$ cat src/rtl/serializer_pkg.sv
`default_nettype none
// ============================================================================
// Module   : serializer_pkg
// Purpose  : Shared types and helpers for the serializer_4bit block.
//            - state_e       : FSM state encoding (IDLE, SHIFT)
//            - DEFAULT_WIDTH : default serialized word width
//            - cnt_width()   : bit-counter width for a given word width
// Ports    : none (package)
// Revision : 1.0 - initial release
// ============================================================================
package serializer_pkg;

  typedef enum logic [0:0] {
    ST_IDLE  = 1'b0,
    ST_SHIFT = 1'b1
  } state_e;

  localparam int DEFAULT_WIDTH = 4;

  // $clog2 of 2 is 1 already; the floor of 1 only guards degenerate widths
  // so the counter never collapses to a zero-width vector.
  function automatic int cnt_width(input int w);
    return (w > 2) ? $clog2(w) : 1;
  endfunction

endpackage
`default_nettype wire

$ cat src/rtl/mod_counter.sv
`default_nettype none
// ============================================================================
// Module   : mod_counter
// Purpose  : Modulo-MODULUS bit counter with synchronous clear and increment
//            enable. An increment at terminal count loads zero.
// Ports    : clk         - rising-edge clock
//            reset_n     - synchronous active-low reset
//            clr_i       - synchronous clear (priority over increment)
//            inc_i       - increment enable
//            count_o     - current count
//            tc_o        - count equals MODULUS-1
// Revision : 1.0 - initial release
// ============================================================================
module mod_counter
  import serializer_pkg::*;
#(
  parameter int MODULUS = DEFAULT_WIDTH,
  parameter int CNT_W   = cnt_width(MODULUS)
) (
  input  logic             clk,
  input  logic             reset_n,
  input  logic             clr_i,
  input  logic             inc_i,
  output logic [CNT_W-1:0] count_o,
  output logic             tc_o
);

  localparam logic [CNT_W-1:0] C_LAST = CNT_W'(MODULUS - 1);

  logic [CNT_W-1:0] count_q;
  logic [CNT_W-1:0] count_d;

  always_comb begin
    count_d = count_q;
    if (clr_i) begin
      count_d = '0;
    end else if (inc_i) begin
      count_d = (count_q == C_LAST) ? '0 : count_q + CNT_W'(1);
    end
  end

  always_ff @(posedge clk) begin
    if (!reset_n) begin
      count_q <= '0;
    end else begin
      count_q <= count_d;
    end
  end

  assign count_o = count_q;
  assign tc_o    = (count_q == C_LAST);

endmodule
`default_nettype wire

$ cat src/rtl/serializer_4bit.sv
`default_nettype none
// ============================================================================
// Module   : serializer_4bit
// Purpose  : Parallel-in, serial-out converter. Accepts a WIDTH-bit word over
//            a valid/ready handshake and drains it one bit per downstream
//            transfer, with first/last framing and zero-bubble back-to-back
//            frames.
// Ports    : clk         - rising-edge clock
//            reset_n     - synchronous active-low reset
//            D           - parallel word, sampled only on an input transfer
//            in_valid    - D holds a word
//            in_ready    - block accepts D this cycle
//            sout        - current serial bit
//            sout_valid  - sout is valid
//            sout_ready  - downstream consumes sout this cycle
//            sout_first  - current bit is first of its word
//            sout_last   - current bit is last of its word
//            busy        - a word is in flight
// Revision : 1.0 - initial release
// ============================================================================
module serializer_4bit
  import serializer_pkg::*;
#(
  parameter int WIDTH     = DEFAULT_WIDTH,
  parameter bit MSB_FIRST = 1'b1
) (
  input  logic             clk,
  input  logic             reset_n,
  input  logic [WIDTH-1:0] D,
  input  logic             in_valid,
  output logic             in_ready,
  output logic             sout,
  output logic             sout_valid,
  input  logic             sout_ready,
  output logic             sout_first,
  output logic             sout_last,
  output logic             busy
);

  localparam int CNT_W = cnt_width(WIDTH);

  state_e           state_q;
  state_e           state_d;
  logic [WIDTH-1:0] shreg_q;
  logic [WIDTH-1:0] shreg_d;

  logic [WIDTH-1:0] w_shifted;
  logic             w_sout_bit;
  logic [CNT_W-1:0] w_count;
  logic             w_tc;
  logic             w_cnt_clr;
  logic             w_cnt_inc;
  logic             w_shift_st;
  logic             w_in_xfer;
  logic             w_out_xfer;

  // Bit-order selection: the serial bit is always taken from the end the
  // register shifts toward, with zeros filling in behind.
  generate
    if (MSB_FIRST) begin : g_msb_first
      assign w_shifted  = {shreg_q[WIDTH-2:0], 1'b0};
      assign w_sout_bit = shreg_q[WIDTH-1];
    end else begin : g_lsb_first
      assign w_shifted  = {1'b0, shreg_q[WIDTH-1:1]};
      assign w_sout_bit = shreg_q[0];
    end
  endgenerate

  mod_counter #(
    .MODULUS (WIDTH),
    .CNT_W   (CNT_W)
  ) u_bit_cnt (
    .clk     (clk),
    .reset_n (reset_n),
    .clr_i   (w_cnt_clr),
    .inc_i   (w_cnt_inc),
    .count_o (w_count),
    .tc_o    (w_tc)
  );

  assign w_shift_st = (state_q == ST_SHIFT);

  assign sout       = w_sout_bit;
  assign sout_valid = w_shift_st;
  assign busy       = w_shift_st;
  assign sout_first = w_shift_st & (w_count == '0);
  assign sout_last  = w_shift_st & w_tc;

  // Ready depends only on state and sout_ready, never on in_valid, so
  // upstream can never form a combinational loop through this block.
  assign in_ready   = reset_n & (~w_shift_st | (sout_last & sout_ready));

  assign w_in_xfer  = in_valid & in_ready;
  assign w_out_xfer = sout_valid & sout_ready;

  always_comb begin
    state_d   = state_q;
    shreg_d   = shreg_q;
    w_cnt_clr = 1'b0;
    w_cnt_inc = 1'b0;
    case (state_q)
      ST_IDLE: begin
        if (w_in_xfer) begin
          state_d   = ST_SHIFT;
          shreg_d   = D;
          w_cnt_clr = 1'b1;
        end
      end
      ST_SHIFT: begin
        if (w_out_xfer) begin
          if (w_tc) begin
            // Counter is cleared rather than incremented on the last bit so
            // it never wraps past WIDTH-1.
            w_cnt_clr = 1'b1;
            if (w_in_xfer) begin
              shreg_d = D;
            end else begin
              state_d = ST_IDLE;
              shreg_d = w_shifted;
            end
          end else begin
            shreg_d   = w_shifted;
            w_cnt_inc = 1'b1;
          end
        end
      end
      default: begin
        state_d = ST_IDLE;
      end
    endcase
  end

  always_ff @(posedge clk) begin
    if (!reset_n) begin
      state_q <= ST_IDLE;
      shreg_q <= '0;
    end else begin
      state_q <= state_d;
      shreg_q <= shreg_d;
    end
  end

endmodule
`default_nettype wire

$ cat config.mk
export PLATFORM = sky130hd
export DESIGN_NAME = serializer_4bit
export DESIGN_NICKNAME = d
export VERILOG_FILES = /design/src/rtl/serializer_pkg.sv /design/src/rtl/mod_counter.sv /design/src/rtl/serializer_4bit.sv
export SDC_FILE = /design/constraint.sdc
export NUM_CORES = 1
export LEC_CHECK = 0
export CAP_MARGIN = 10
export CORE_AREA = 10 10 47 49
export DETAILED_ROUTE_END_ITERATION = 6
export DIE_AREA = 0 0 57 59
export HOLD_SLACK_MARGIN = 0.03
export PLACE_DENSITY_LB_ADDON = 0.25
export REMOVE_ABC_BUFFERS = 1
export SYNTH_ARGS = -nofsm -noshare
export SYNTH_HDL_FRONTEND = slang
export SYNTH_SLANG_ARGS = --single-unit
$ cat constraint.sdc
create_clock -name clk -period 1.5 [get_ports clk]
set_input_delay 0.15 -clock clk [delete_from_list [all_inputs] [get_ports clk]]
set_output_delay 0.15 -clock clk [all_outputs]
set_load 0.02 [all_outputs]
## After elaboration in Yosys (flattened, before gate mapping)

Index checks and enable logic that the tools add are counted.

| operators by class | value |
|---|---|
| reductions and logical operators | 3 |
| add/sub/neg operators | 1 |
| eq/ne operators | 3 |
| bitwise logic cells | 9 |
| multiplexer cells | 16 |

Operators with widths:

| kind | number |
|---|---|
| 4-bit 2-to-1 mux | 4 |
| 1-bit 2-to-1 mux | 8 |
| 4-bit one-hot mux with 2 select lines | 1 |
| 1-bit AND | 6 |
| 1-bit one-hot mux with 2 select lines | 2 |
| 2-bit by 1-bit adder with 2-bit output, second input constant | 1 |
| 2-bit == test, second input constant | 1 |
| 2-bit logical NOT | 1 |
| 2-bit 2-to-1 mux | 1 |
| 2-bit by 1-bit != test with 1-bit output, second input constant | 1 |
| 2-bit != test, second input constant | 1 |
| 1-bit NOT | 2 |
| 2-bit AND reduction | 1 |
| 2-bit OR reduction | 1 |
| 1-bit bitwise OR | 1 |

| word-level totals | value |
|---|---|
| bits in registers | 7 |
| word-level logic and storage cells | 35 |

## Depth between registers and ports, before layout

| depth | value |
|---|---|
| depth in word-level cells | 10 |
| gate-level depth with buffers | 4 |
| gate-level depth less buffers | 4 |

## Modules after synthesis

A second synthesis with hierarchy kept.

| unflattened totals | value |
|---|---|
| cell total of the unflattened synthesis | 44 |
| area total of the unflattened synthesis | 414.1 µm² |

Modules (own cells, without submodules):

| module | cells an instance | area each (µm²) | times used | sequential area each (µm²) |
|---|---|---|---|---|
| serializer_4bit | 35 | 317.8 | 1 | 100.1 |
| mod_counter | 9 | 96.3 | 1 | 40.0 |

## Least setup slack after synthesis

No wires, ideal clock.

| timing path | value |
|---|---|
| kind | register -> register |
| start point | register state_q (netlist: busy) |
| end point | register shreg_q[1] |
| data arrival time | 1.172 ns |
| cell stages (with the launch flop) | 4 |
| setup time | 0.122 ns |
| clock period less this slack | 1.294 ns |
| setup slack | 0.206 ns |
| cell sequence | dfxtp_1 > clkbuf_1 > a21boi_0 > o311a_1 |

| on the way | value |
|---|---|
| word-level cells in the longest chain between the ends | 9 |
| elaborated cells between the ends (all ways) | 14 |

RTL lines:

| what | line | source |
|---|---|---|
| start, declared | serializer_4bit.sv:42 | `state_e state_q;` |
| start signal, assigned | serializer_4bit.sv:138 | `state_q <= state_d;` |
| 1-bit AND | serializer_4bit.sv:87 | `assign sout_last = w_shift_st & w_tc;` |
| 1-bit AND | serializer_4bit.sv:91 | `assign in_ready = reset_n & (~w_shift_st \| (sout_last & sout_ready));` |
| 1-bit bitwise OR | serializer_4bit.sv:91 |  |
| 1-bit AND | serializer_4bit.sv:91 |  |
| 1-bit AND | serializer_4bit.sv:93 | `assign w_in_xfer = in_valid & in_ready;` |
| 4-bit 2-to-1 mux | serializer_4bit.sv:115 | `if (w_in_xfer) begin` |
| 4-bit 2-to-1 mux | serializer_4bit.sv:111 | `if (w_tc) begin` |
| 4-bit 2-to-1 mux | serializer_4bit.sv:110 | `if (w_out_xfer) begin` |
| 4-bit one-hot mux with 2 select lines | serializer_4bit.sv:101 | `case (state_q)` |
| end signal, assigned | serializer_4bit.sv:139 | `shreg_q <= shreg_d;` |
| end, declared | serializer_4bit.sv:44 | `logic [WIDTH-1:0] shreg_q;` |

Parallel ways exist; a longest one is shown, timed or not. The select of a mux whose other input is x is not followed.
A chain may end at the register's enable or synchronous reset.

## Worst setup path in the final report

| timing path | value |
|---|---|
| start point | register u_bit_cnt.count_q[1] (netlist: u_bit_cnt.count_o[1]) |
| end point | register shreg_q[2] |

| on the way | value |
|---|---|
| word-level cells in the longest chain between the ends | 10 |
| elaborated cells between the ends (all ways) | 12 |

RTL lines:

| what | line | source |
|---|---|---|
| start, declared | mod_counter.sv:30 | `logic [CNT_W-1:0] count_q;` |
| start signal, assigned | mod_counter.sv:46 | `count_q <= count_d;` |
| 2-bit == test * | mod_counter.sv:51 | `assign tc_o = (count_q == C_LAST);` |
| 1-bit AND | serializer_4bit.sv:87 |  |
| 1-bit AND | serializer_4bit.sv:91 |  |
| 1-bit bitwise OR | serializer_4bit.sv:91 |  |
| 1-bit AND | serializer_4bit.sv:91 |  |
| 1-bit AND | serializer_4bit.sv:93 |  |
| 4-bit 2-to-1 mux | serializer_4bit.sv:115 |  |
| 4-bit 2-to-1 mux | serializer_4bit.sv:111 |  |
| 4-bit 2-to-1 mux | serializer_4bit.sv:110 |  |
| 4-bit one-hot mux with 2 select lines | serializer_4bit.sv:101 |  |

Every way passes the cells marked *; elsewhere a longest branch is shown, timed or not. The select of a mux whose other input is x is not followed.

==> flow_summary.toml <==
[status]
status = "finished clean"

[final_layout]
drive_gt1_share_pct = 33.8
final_common_cell = "buf_4"
layout_common_cells = "15 x buf_4, 8 x clkdlybuf4s50_1, 7 x dfxtp_1"
finalNetCount = 85
syn2layout_area_growth_pct = 64.2
final_cells = 90
n_antenna_cell = 0
postLayoutCellArea_um2 = 694
finalCoreUtilization_pct = 49.6

[worst_setup_path]
worst_ep_required_time_ns = 1.64
worst-endpoint-arrival_ns = 1.55
endpoint_kind = "flip-flop"
setup.worst_path.class = "reg2reg"
cp_max_fo = 6
crit_path_start_kind = "flip-flop"

[clock_tree]
htree_levels = 1
numClockSinks = 7
cts_root_buf = "clkbuf_4"
cts_tree = "yes"
clk_latency_ns = 0.26
cts_buffers = 3
cts.path.max_buffers = 2
hold_buffers = 0
cts.reportedPaths.clkPinSlew_ns = 0.06

[synth]
synth_top_area_share_pct = 33.1
ys_seq_area_share_pct = 33.1
yosys.area.top_type = "dfxtp_1"
syn-instance-count = 45
yosysUniqueCellTypes = 21
ys_seq_elements = 7
syn_area_per_cell_um2 = 9.40
yosysWarnings = 0
syn_area_um2 = 423
synthTopCellsByArea = "dfxtp_1 33%, o311a_1 7.1%, a21boi_1 7.1%, nand3b_1 7.1%, ha_1 5.9%"

[floorplanning]
rows = 14
core_mm2 = 0.00140
die_h_um = 59
start_util_pct = 30.2
dieArea_mm2 = 0.00336
die_w_um = 57
ios = 14

[placed_design]
place_inst = 86
pre_cts_slack_ns = -0.105
port_buffers = 13
placed_area_um2 = 667
hpwl_um = 871
gp_congestion = 0.697

[global_routing]
grt_pass1_wl_mm = 1.85
grt_max_degree = 7
grt_pass1_vias = 456
antenna_found_initial = 0
grtUsageTotal_pct = 6.89
overflow = 0

[routing]
drt_first_pass_iters = 4
wl_mm = 1.10
drtIter0Drc = 7
drc = 0
drt-wirelength-per-cell_um = 12.2
viasPerCell = 4.77
via_count = 429
final_antenna_net_count = 0

[sta]
totalNegativeSetupSlack_ns = 0
period_minus_slack_ns = 1.41
worst_pin_slew_ns = 0.207
slew_violations = 0
hold_viol = 0
timing.final.ws_setup_ns = 0.0948
max_freq_mhz = 712
whs_ns = 0.468
setup_violations = 0
timing.final.crit_share_pct = 93.7
rsz0062_at_grt = "no"
slew_headroom_pct = 85.8
finClkSkew_ns = 0.00466

[power_and_ir_drop]
p_leak_nw = 0.320
p_per_area_mw_per_mm2 = 745
peakVddDrop_v = 0.000445
p_total_mw = 0.517

[job]
drv_cap = 0

[min_path]
hp-class = "reg2reg"
-- worst max-delay path: stages (launching register included) --
cell	delay, ns
dfxtp_1	0.33
ha_2	0.21
buf_4	0.14
nand4_4	0.13
and3_1	0.21
o311a_1	0.28
-- final cells by class --
| cell class | instances | area (um^2) |
|---|---|---|
| inverter | 2 | 7.51 |
| timing repair buffer | 28 | 229 |
| multi-input combinational | 33 | 272 |
| tap | 16 | 20.0 |
| clock buffer | 4 | 26.3 |
| sequential | 7 | 140 |
| fill | 143 | 707 |
-- registers in the layout (all words and copies together) (netlist names) --
| register | flops |
|---|---|
| busy | 1 |
| shreg_q | 4 |
| u_bit_cnt.count_o | 2 |
-- metal layers --
metal  routed length, um  vias up  GRT usage, %
li1                    -      222             -
met1                 469      192          7.18
met2                 548       13          10.7
met3                  69        2          3.22
met4                  10        0          5.03
met5                   0        -             0
-- synth_stat cells (all sizes together) --
cell    instances
a21boi          7
dfxtp           7
nand3b          5
and2            3
and3            3
nand2           3
o311a           3
buf             2
ha              2
inv             2
clkbuf          1
mux2i           1
nand3           1
nand4           1
nand4b          1
nor2b           1
o21a            1
or3             1
-- repair_timing --
item	CTS	global route
gates resized for setup	9	5
pin swaps	0	0
endpoints found under the setup margin	5	5
setup buffers	0	0
-- logic make-up (layout without fill, tap and decap cells) --
kind of cell / after synthesis / in the layout / synth area share (%)
compound gates: 11 / 11 / 21.3
flops: 7 / 7 / 33.1
fa+ha+maj: 2 / 2 / 5.92
simple gates: 19 / 19 / 31.1
mux: 1 / 1 / 2.37
buf+inv: 5 / 34 / 6.21
-- final timing paths --
path	start	endpoint	slack, ns	cells past startpoint
setup / recovery	u_bit_cnt.count_o[1]	shreg_q[2]	0.09	5
hold / removal	shreg_q[0]	shreg_q[0]	0.47	2
setup reg to reg	u_bit_cnt.count_o[1]	shreg_q[2]	0.09	5
hold reg to reg	shreg_q[0]	shreg_q[0]	0.47	2
-- power breakdown --
part / internal, mW / switching [mW] / leakage (nW)
registers: 0.199 / 0.00621 / 0.0576
logic: 0.0775 / 0.0575 / 0.247
clock network: 0.102 / 0.0756 / 0.0150
Note: power is estimated with default switching activity, not from simulation.
